$ cat config.mk
export PLATFORM = sky130hd
export DESIGN_NAME = glyph_pixel_gen
export DESIGN_NICKNAME = d
export VERILOG_FILES = /design/src/rtl/glyph_pixel_gen.sv
export SDC_FILE = /design/constraint.sdc
export NUM_CORES = 1
export LEC_CHECK = 0
export CAP_MARGIN = 0
export CORE_ASPECT_RATIO = 0.7
export CORE_MARGIN = 3
export CORE_UTILIZATION = 35
export CTS_CLUSTER_DIAMETER = 30
export DETAILED_ROUTE_END_ITERATION = 10
export GPL_ROUTABILITY_DRIVEN = 0
export PLACE_DENSITY = 0.58
export SYNTH_ARGS = -nofsm -noshare
export SYNTH_HDL_FRONTEND = slang
export SYNTH_SLANG_ARGS = --single-unit
$ cat constraint.sdc
create_clock -name clk -period 6.3 [get_ports clk]
set_clock_uncertainty 0.15 [all_clocks]
set_input_delay 1.26 -clock clk [delete_from_list [all_inputs] [get_ports clk]]
set_output_delay 1.26 -clock clk [all_outputs]
set_load 0.005 [all_outputs]
$ cat src/rtl/glyph_pixel_gen.sv
// glyph_pixel_gen: 5x7 font renderer for 8x10 text cells; optional blinking cursor underline via GLYPH_CURSOR_EN
module glyph_pixel_gen #(
    parameter int          CHAR_LAT = 2,
    parameter logic [5:0]  FG_COLOR = 6'b111111,
    parameter logic [5:0]  BG_COLOR = 6'b000000
) (
    input  logic       clk,
    input  logic       rst,
    input  logic [9:0] xcoor,
    input  logic [8:0] ycoor,
    input  logic       de_in,
    input  logic [5:0] char_code,
`ifdef GLYPH_CURSOR_EN
    input  logic [6:0] cursor_col,
    input  logic       cursor_row_hit,
`endif
    output logic [5:0] rgb,
    output logic       de_out
);
    function automatic logic [4:0] font_row(input logic [5:0] code, input logic [3:0] row);
        logic [34:0] g;
        g = '0;
        case (code)
            6'd0:  g = 35'b01110_10001_10011_10101_11001_10001_01110;
            6'd1:  g = 35'b00100_01100_00100_00100_00100_00100_01110;
            6'd2:  g = 35'b01110_10001_00001_00010_00100_01000_11111;
            6'd3:  g = 35'b11111_00010_00100_00010_00001_10001_01110;
            6'd4:  g = 35'b00010_00110_01010_10010_11111_00010_00010;
            6'd5:  g = 35'b11111_10000_11110_00001_00001_10001_01110;
            6'd6:  g = 35'b00110_01000_10000_11110_10001_10001_01110;
            6'd7:  g = 35'b11111_00001_00010_00100_01000_01000_01000;
            6'd8:  g = 35'b01110_10001_10001_01110_10001_10001_01110;
            6'd9:  g = 35'b01110_10001_10001_01111_00001_00010_01100;
            6'd10: g = 35'b01110_10001_10001_11111_10001_10001_10001;
            6'd11: g = 35'b11110_10001_10001_11110_10001_10001_11110;
            6'd12: g = 35'b01110_10001_10000_10000_10000_10001_01110;
            6'd13: g = 35'b11100_10010_10001_10001_10001_10010_11100;
            6'd14: g = 35'b11111_10000_10000_11110_10000_10000_11111;
            6'd15: g = 35'b11111_10000_10000_11110_10000_10000_10000;
            6'd16: g = 35'b01110_10001_10000_10111_10001_10001_01111;
            6'd17: g = 35'b10001_10001_10001_11111_10001_10001_10001;
            6'd18: g = 35'b01110_00100_00100_00100_00100_00100_01110;
            6'd19: g = 35'b00111_00010_00010_00010_00010_10010_01100;
            6'd20: g = 35'b10001_10010_10100_11000_10100_10010_10001;
            6'd21: g = 35'b10000_10000_10000_10000_10000_10000_11111;
            6'd22: g = 35'b10001_11011_10101_10101_10001_10001_10001;
            6'd23: g = 35'b10001_10001_11001_10101_10011_10001_10001;
            6'd24: g = 35'b01110_10001_10001_10001_10001_10001_01110;
            6'd25: g = 35'b11110_10001_10001_11110_10000_10000_10000;
            6'd26: g = 35'b01110_10001_10001_10001_10101_10010_01101;
            6'd27: g = 35'b11110_10001_10001_11110_10100_10010_10001;
            6'd28: g = 35'b01111_10000_10000_01110_00001_00001_11110;
            6'd29: g = 35'b11111_00100_00100_00100_00100_00100_00100;
            6'd30: g = 35'b10001_10001_10001_10001_10001_10001_01110;
            6'd31: g = 35'b10001_10001_10001_10001_10001_01010_00100;
            6'd32: g = 35'b10001_10001_10001_10101_10101_10101_01010;
            6'd33: g = 35'b10001_10001_01010_00100_01010_10001_10001;
            6'd34: g = 35'b10001_10001_10001_01010_00100_00100_00100;
            6'd35: g = 35'b11111_00001_00010_00100_01000_10000_11111;
            default: g = '0;
        endcase
        case (row)
            4'd1:    font_row = g[34:30];
            4'd2:    font_row = g[29:25];
            4'd3:    font_row = g[24:20];
            4'd4:    font_row = g[19:15];
            4'd5:    font_row = g[14:10];
            4'd6:    font_row = g[9:5];
            4'd7:    font_row = g[4:0];
            default: font_row = 5'd0;
        endcase
    endfunction

    logic [8:0]                prev_y_q, prev_y_d;
    logic [3:0]                row_q, row_d;
    logic [CHAR_LAT-1:0][2:0]  col_dly_q, col_dly_d;
    logic [CHAR_LAT-1:0]       de_dly_q, de_dly_d;
    logic [CHAR_LAT-1:0][3:0]  row_dly_q, row_dly_d;
    logic [4:0]                fbits_q, fbits_d;
    logic [2:0]                s1_col_q, s1_col_d;
    logic                      s1_de_q, s1_de_d;
    logic [5:0]                rgb_q, rgb_d;
    logic                      de_out_q, de_out_d;
    logic [7:0]                line_bits;
    logic                      lit;
`ifdef GLYPH_CURSOR_EN
    logic [CHAR_LAT-1:0][6:0]  cell_dly_q, cell_dly_d;
    logic [4:0]                frame_q, frame_d;
    logic                      s1_cur_q, s1_cur_d;
`endif

    always_comb begin
        prev_y_d = ycoor;
        row_d = (ycoor != prev_y_q) ? ((ycoor == 9'd0 || row_q == 4'd9) ? 4'd0 : row_q + 4'd1) : row_q;
        col_dly_d = '0;
        de_dly_d = '0;
        row_dly_d = '0;
        col_dly_d[0] = xcoor[2:0];
        de_dly_d[0] = de_in;
        row_dly_d[0] = row_q;
        for (int i = 1; i < CHAR_LAT; i++) begin
            col_dly_d[i] = col_dly_q[i-1];
            de_dly_d[i] = de_dly_q[i-1];
            row_dly_d[i] = row_dly_q[i-1];
        end
        fbits_d = font_row(char_code, row_dly_q[CHAR_LAT-1]);
        s1_col_d = col_dly_q[CHAR_LAT-1];
        s1_de_d = de_dly_q[CHAR_LAT-1];
        // glyph sits in cell columns 1..5, so pad one blank column left and two right
        line_bits = {1'b0, fbits_q, 2'b00};
        lit = line_bits[3'd7 - s1_col_q];
`ifdef GLYPH_CURSOR_EN
        cell_dly_d = '0;
        cell_dly_d[0] = xcoor[9:3];
        for (int i = 1; i < CHAR_LAT; i++)
            cell_dly_d[i] = cell_dly_q[i-1];
        frame_d = (ycoor != prev_y_q && ycoor == 9'd0) ? frame_q + 5'd1 : frame_q;
        s1_cur_d = cursor_row_hit && !frame_q[4] && cell_dly_q[CHAR_LAT-1] == cursor_col
                   && row_dly_q[CHAR_LAT-1] == 4'd9;
        lit = lit || s1_cur_q;
`endif
        rgb_d = s1_de_q ? (lit ? FG_COLOR : BG_COLOR) : 6'd0;
        de_out_d = s1_de_q;
    end

    always_ff @(posedge clk) begin
        if (rst) begin
            prev_y_q <= '0;
            row_q <= '0;
            col_dly_q <= '0;
            de_dly_q <= '0;
            row_dly_q <= '0;
            fbits_q <= '0;
            s1_col_q <= '0;
            s1_de_q <= 1'b0;
            rgb_q <= '0;
            de_out_q <= 1'b0;
`ifdef GLYPH_CURSOR_EN
            cell_dly_q <= '0;
            frame_q <= '0;
            s1_cur_q <= 1'b0;
`endif
        end else begin
            prev_y_q <= prev_y_d;
            row_q <= row_d;
            col_dly_q <= col_dly_d;
            de_dly_q <= de_dly_d;
            row_dly_q <= row_dly_d;
            fbits_q <= fbits_d;
            s1_col_q <= s1_col_d;
            s1_de_q <= s1_de_d;
            rgb_q <= rgb_d;
            de_out_q <= de_out_d;
`ifdef GLYPH_CURSOR_EN
            cell_dly_q <= cell_dly_d;
            frame_q <= frame_d;
            s1_cur_q <= s1_cur_d;
`endif
        end
    end

    assign rgb = rgb_q;
    assign de_out = de_out_q;
endmodule
==> impl_metrics.json, run 1 <==
{
  "layout_common_cells": "40 x dfxtp_1, 35 x nand2_1, 34 x nor2b_1",
  "internal_power_uw": 479,
  "critPathMaxFanout": 15,
  "dieHeight_um": 87.5,
  "whs_ps": 282,
  "min_period_ps": 4390,
  "first_iter_violations": 511,
  "die_area_mm2": 0.0107,
  "drive_gt1_share_pct": 7.73,
  "clock_sinks": 40,
  "synth_seq_cells": 40,
  "grt_pass1_wl_um": 14700,
  "routedWlPerCell_um": 16.7,
  "syn-num-nets": 469,
  "worstMarginPinSlew_ps": 1010,
  "port_buffers": 27,
  "post_cts_buffers": 0,
  "h-tree-depth": 2,
  "cts_buffer_depth": 2,
  "postSynthAreaPerCell_um2": 7.83,
  "synth_enable_flop_cells": 0,
  "combPwrFrac_pct": 23.1,
  "grt-ovfl-total": 0,
  "grt_pass1_vias": 2815,
  "grt_start_max_net_pins": 57,
  "synth_ff_type": "dfxtp_1",
  "irDropWorstVdd_v": 0.000100,
  "yosys_warnings": 0,
  "powerDensity_mw_per_mm2": 180,
  "vias": 3146,
  "synthToLayoutAreaGrowth_pct": 10.9,
  "status": "finished, final reports clean",
  "synthArstFlopShare_pct": 0,
  "grt_use_total_pct": 17.4,
  "fp-row-count": 29,
  "synth.distinct_cells": 72,
  "setup-tns-final_ps": 0,
  "slew_viol_final": 0,
  "p_sw_uw": 186,
  "hold_path.class": "flop to flop",
  "clockPowerShare_pct": 36.5,
  "ctsResizeCount": 0,
  "maxCapViolCount": 0,
  "ff2ff_path_depth": 5,
  "critical_path_required_ps": 6290,
  "cts_tree": "done",
  "ant_nets": 0,
  "diodes": 0,
  "start_util_pct": 36.3,
  "max_clock_freq_mhz": 228,
  "cp-start-kind": "primary input",
  "critPathCaptureType": "flop",
  "fin_crit_sh_pct": 69.7,
  "fill_cells": 940,
  "drt_first_pass_iters": 5,
  "boundaryPins": 35,
  "holdPathStages": 1,
  "die_w_um": 122,
  "clock_latency_ps": 270,
  "antenna_found_initial": 0,
  "ys_seq_area_share_pct": 24.1,
  "finalHoldViolCount": 0,
  "path_clk_slew_ps": 50,
  "layout.cells.most_common": "dfxtp_1",
  "relSlewSlack_pct": 32.0,
  "p_sw_share_pct": 28.0,
  "routed_via_density": 5.71,
  "cts-root-buf": "clkbuf_16",
  "synth_cells": 424,
  "drt_wl_total_um": 9180,
  "seq_power_share_pct": 40.4,
  "core_mm2": 0.00914,
  "arrival_ps": 4380,
  "netlist_area_mm2": 0.00332,
  "cts_made_buffers": 5,
  "hpwl_um": 6670,
  "leakage_nw": 1.31,
  "final_core_util_pct": 40.3,
  "rsz0062_at_grt": "false",
  "setup_violations": 0,
  "crit_type": "primary input to flop",
  "holdBufCountCts": 0,
  "nNetsFinal": 471,
  "drcViolationCount": 0
}
[logic make-up (layout without fill, tap and decap cells)]
group,count (synthesis),count (layout),share of synthesized area (%)
AOI/OAI and AO/OA,143,143,29.4
xor gates and xnor gates,13,13,3.43
adders and majority gates,17,17,6.41
buffers and inverters,53,56,9.27
DFF,40,40,24.1
muxes,5,5,1.92
and+or+nand+nor,153,153,25.4
[worst max-delay path: stages]
cell	delay, ps
clkdlybuf4s50_1	760
inv_1	380
ha_1	630
inv_1	240
o21ai_1	260
o2111ai_1	140
a32o_1	300
a211oi_1	260
a31oi_1	130
[per-stage QoR]
step                power [mW]  worst slack (ps)  instance area, um2  std cells
detailed placement       0.423              1750                3530        543
finish                   0.665              1910                3680        551
floorplan                0.383              2950                3320        424
global placement         0.422              1680                3530        543
CTS                      0.668              2040                3680        551
global route             0.701              1720                3680        551
[area by class of cell]
cell class	instances	area, um2	share of cell area, %
Inverter	15	56.3	1.53
Clock buffer	6	139	3.77
Sequential cell	40	801	21.7
Multi-Input combinational cell	331	2210	60.0
Tap cell	124	155	4.21
Clock inverter	2	10.0	0.272
Timing Repair Buffer	33	310	8.43
[state kept, by name (all words and copies together), names as in the netlist]
signal	flops
s1_col_d	3
fbits_q	5
prev_y_q	9
col_dly_d	3
de_out	1
row_dly_d	4
s1_col_q	3
rgb	1
row_dly_q	4
row_q	4
de_dly_q	2
de_out_d	1
[final timing paths]
kind	slack (ps)	from	end
max	1910	char_code[1]	fbits_q[4]
min	280	col_dly_d[4]	s1_col_d[1]
max reg2reg	4120	row_dly_q[6]	fbits_q[0]
min reg2reg	280	col_dly_d[4]	s1_col_d[1]
[Yosys cell counts (4+ instances only)]
master    instances  area share (%)
a211oi_1          5             1.1
a21boi_0          4            0.90
a21o_1            4            0.90
a21oi_1          26             3.9
a221oi_1          4             1.1
a22oi_1           6             1.4
a31oi_1           8             1.5
buf_2            14             2.1
buf_4             9             2.0
buf_6             4             1.4
clkbuf_1          9             1.0
dfxtp_1          40              24
ha_1             17             6.4
inv_1            14             1.6
nand2_1          35             4.0
nand2b_1         12             2.3
nand3_1           6            0.90
nor2_1           29             3.3
nor2b_1          34             6.4
nor3_1            6            0.90
nor4_1            4            0.75
o211ai_1         11             2.5
o21a_1            5             1.1
o21ai_0          30             4.5
o221ai_1          4             1.1
o32ai_1           4             1.1
xnor2_1           4             1.1
xor2_1            9             2.4
[layer usage]
layer  wire (um)  up-vias  GRT usage [%]
met4          44        0           2.64
met3         995        6           6.62
li1            -     1537              -
met5           0        -              0
met2        3770      139           23.0
met1        4370     1464           26.7
[power groups by stage]
stage	logic, mW	clock network [mW]	registers, mW
global route	0.167	0.264	0.270
global placement	0.149	0	0.274
detailed placement	0.149	0	0.274
CTS	0.150	0.249	0.269
floorplan	0.111	0	0.272
finish	0.153	0.242	0.269
No activity file was read; power rests on OpenSTA's default activity.
==> run 2: changes to the inputs <==
- clock period: 6.3 -> 4.5 ns (I/O delays scaled with it)
==> impl_metrics.json, run 2 (same netlist as run 1, synthesis figures left out) <==
{
  "grt-ovfl-total": 0,
  "critPathSlowestCell": "nor2b_1",
  "finalHoldViolCount": 0,
  "cts_tree": "done",
  "cts_made_buffers": 5,
  "grt_start_max_net_pins": 44,
  "first_iter_violations": 507,
  "clock_sinks": 40,
  "max_stage_delay_ps": 440,
  "maxCapViolCount": 0,
  "leakage_nw": 1.33,
  "cts_buffer_depth": 2,
  "nNetsFinal": 477,
  "die_w_um": 122,
  "ant_nets": 0,
  "drcViolationCount": 0,
  "fin_crit_sh_pct": 78.9,
  "arrival_ps": 3540,
  "diodes": 0,
  "crit_chain": "clkdlybuf4s50_1 -> buf_4 -> inv_1 -> ha_1 -> nor2b_1 -> nor2_1 -> a221oi_1 -> o21ai_0 -> a211oi_1 -> a31oi_1",
  "boundaryPins": 35,
  "fp-row-count": 29,
  "holdPathStages": 1,
  "status": "finished, final reports clean",
  "path_buf_inv": 3,
  "relSlewSlack_pct": 29.1,
  "layout.cells.most_common": "dfxtp_1",
  "clock_latency_ps": 270,
  "post_cts_buffers": 0,
  "grt_pass1_wl_um": 15000,
  "fill_cells": 957,
  "drt_wl_total_um": 9600,
  "die_area_mm2": 0.0107,
  "setup-tns-final_ps": 0,
  "port_buffers": 27,
  "drive_gt1_share_pct": 8.56,
  "synthToLayoutAreaGrowth_pct": 11.8,
  "ff2ff_path_depth": 4,
  "cts-root-buf": "clkbuf_16",
  "min_period_ps": 3550,
  "crit_type": "primary input to flop",
  "min_from": "s1_col_d[2]",
  "reg.largest.list": "prev_y_q x9, fbits_q x5",
  "irDropWorstVdd_v": 0.000154,
  "core_mm2": 0.00914,
  "largest_reg_flops": 9,
  "hpwl_um": 6980,
  "antenna_found_initial": 0,
  "routedWlPerCell_um": 17.3,
  "routed_via_density": 5.88,
  "layout_common_cells": "40 x dfxtp_1, 35 x nand2_1, 34 x nor2b_1",
  "multi_input_area_mm2": 0.00221,
  "max_clock_freq_mhz": 282,
  "grt_pass1_vias": 2836,
  "ff_latch_area_um2": 801,
  "critical_path_required_ps": 4490,
  "rsz0062_at_grt": "false",
  "critPathMaxFanout": 15,
  "largest_register": "prev_y_q",
  "start_util_pct": 36.3,
  "h-tree-depth": 2,
  "placed_area_mm2": 0.00358,
  "ff2ff_setup_slack_ps": 2290,
  "worstMarginPinSlew_ps": 1050,
  "dieHeight_um": 87.5,
  "slew_viol_final": 0,
  "worstReg2RegStart": "row_dly_q[4]",
  "ctsResizeCount": 0,
  "grt_use_total_pct": 17.6,
  "powerDensity_mw_per_mm2": 247,
  "drt_first_pass_iters": 7,
  "hold_path.class": "flop to flop",
  "cp-start-kind": "primary input",
  "cp_top_family": "compound AO/OA/AOI/OAI gates",
  "setup_violations": 0,
  "critPathCaptureType": "flop",
  "fin_area_mm2": 0.00371,
  "rr_endpoint": "fbits_q[4]",
  "holdPathEnd": "s1_col_q[2]",
  "vias": 3269,
  "power_uw": 917,
  "holdBufCountCts": 0,
  "path_clk_slew_ps": 50
}
-- run 2: changes by cell type in the layout (fill, tap and decap cells not counted), sizes merged --
cell,before,now
clkinv,3,2
buf,7,13
-- run 2: metrics by stage --
step                setup WS (ps)  hold slack [ps]  utilization (%)  instances
floorplan                    1510              264                -        424
global placement              744              268             39.1        549
detailed placement            797              272             39.1        549
CTS                          1070              284             40.6        556
global route                  908              300             40.6        556
finish                        948              281             40.6        556
-- run 2: where the power goes --
| part | internal [mW] | switching [mW] | leakage [nW] | total (mW) |
|---|---|---|---|---|
| clock | 0.201 | 0.117 | 0.0667 | 0.318 |
| sequential | 0.368 | 0.00784 | 0.328 | 0.376 |
| combinational | 0.0873 | 0.135 | 0.939 | 0.222 |
| total | 0.657 | 0.260 | 1.33 | 0.917 |
-- run 2: final cells by class --
type	count	share of cell area [%]
inverters	15	1.52
clock inverters	1	0.135
well taps	124	4.18
clock buffers	6	3.47
multi-input cells	331	59.6
repair buffers	39	9.57
flip-flops and latches	40	21.6
-- run 2: per-layer routing --
layer,global-route usage (%),part of all wire [%],vias up
met5,0,0,-
met4,4.27,1.2,0
met3,6.88,14,19
met2,22.6,39,217
met1,26.8,45,1487
li1,-,-,1546
-- run 2: worst max path at each step --
| stage | startpoint | end | slack, ps | cells after the start |
|---|---|---|---|---|
| 6_report | char_code[1] | fbits_q[3] | 950 | 10 |
| 3_5_place_dp | char_code[1] | fbits_q[3] | 800 | 10 |
| 4_1_cts | char_code[1] | fbits_q[3] | 1070 | 10 |
| 5_1_grt | char_code[1] | fbits_q[3] | 910 | 10 |
| 2_1_floorplan | char_code[0] | fbits_q[0] | 1510 | 11 |
| 3_3_place_gp | char_code[1] | fbits_q[3] | 740 | 10 |
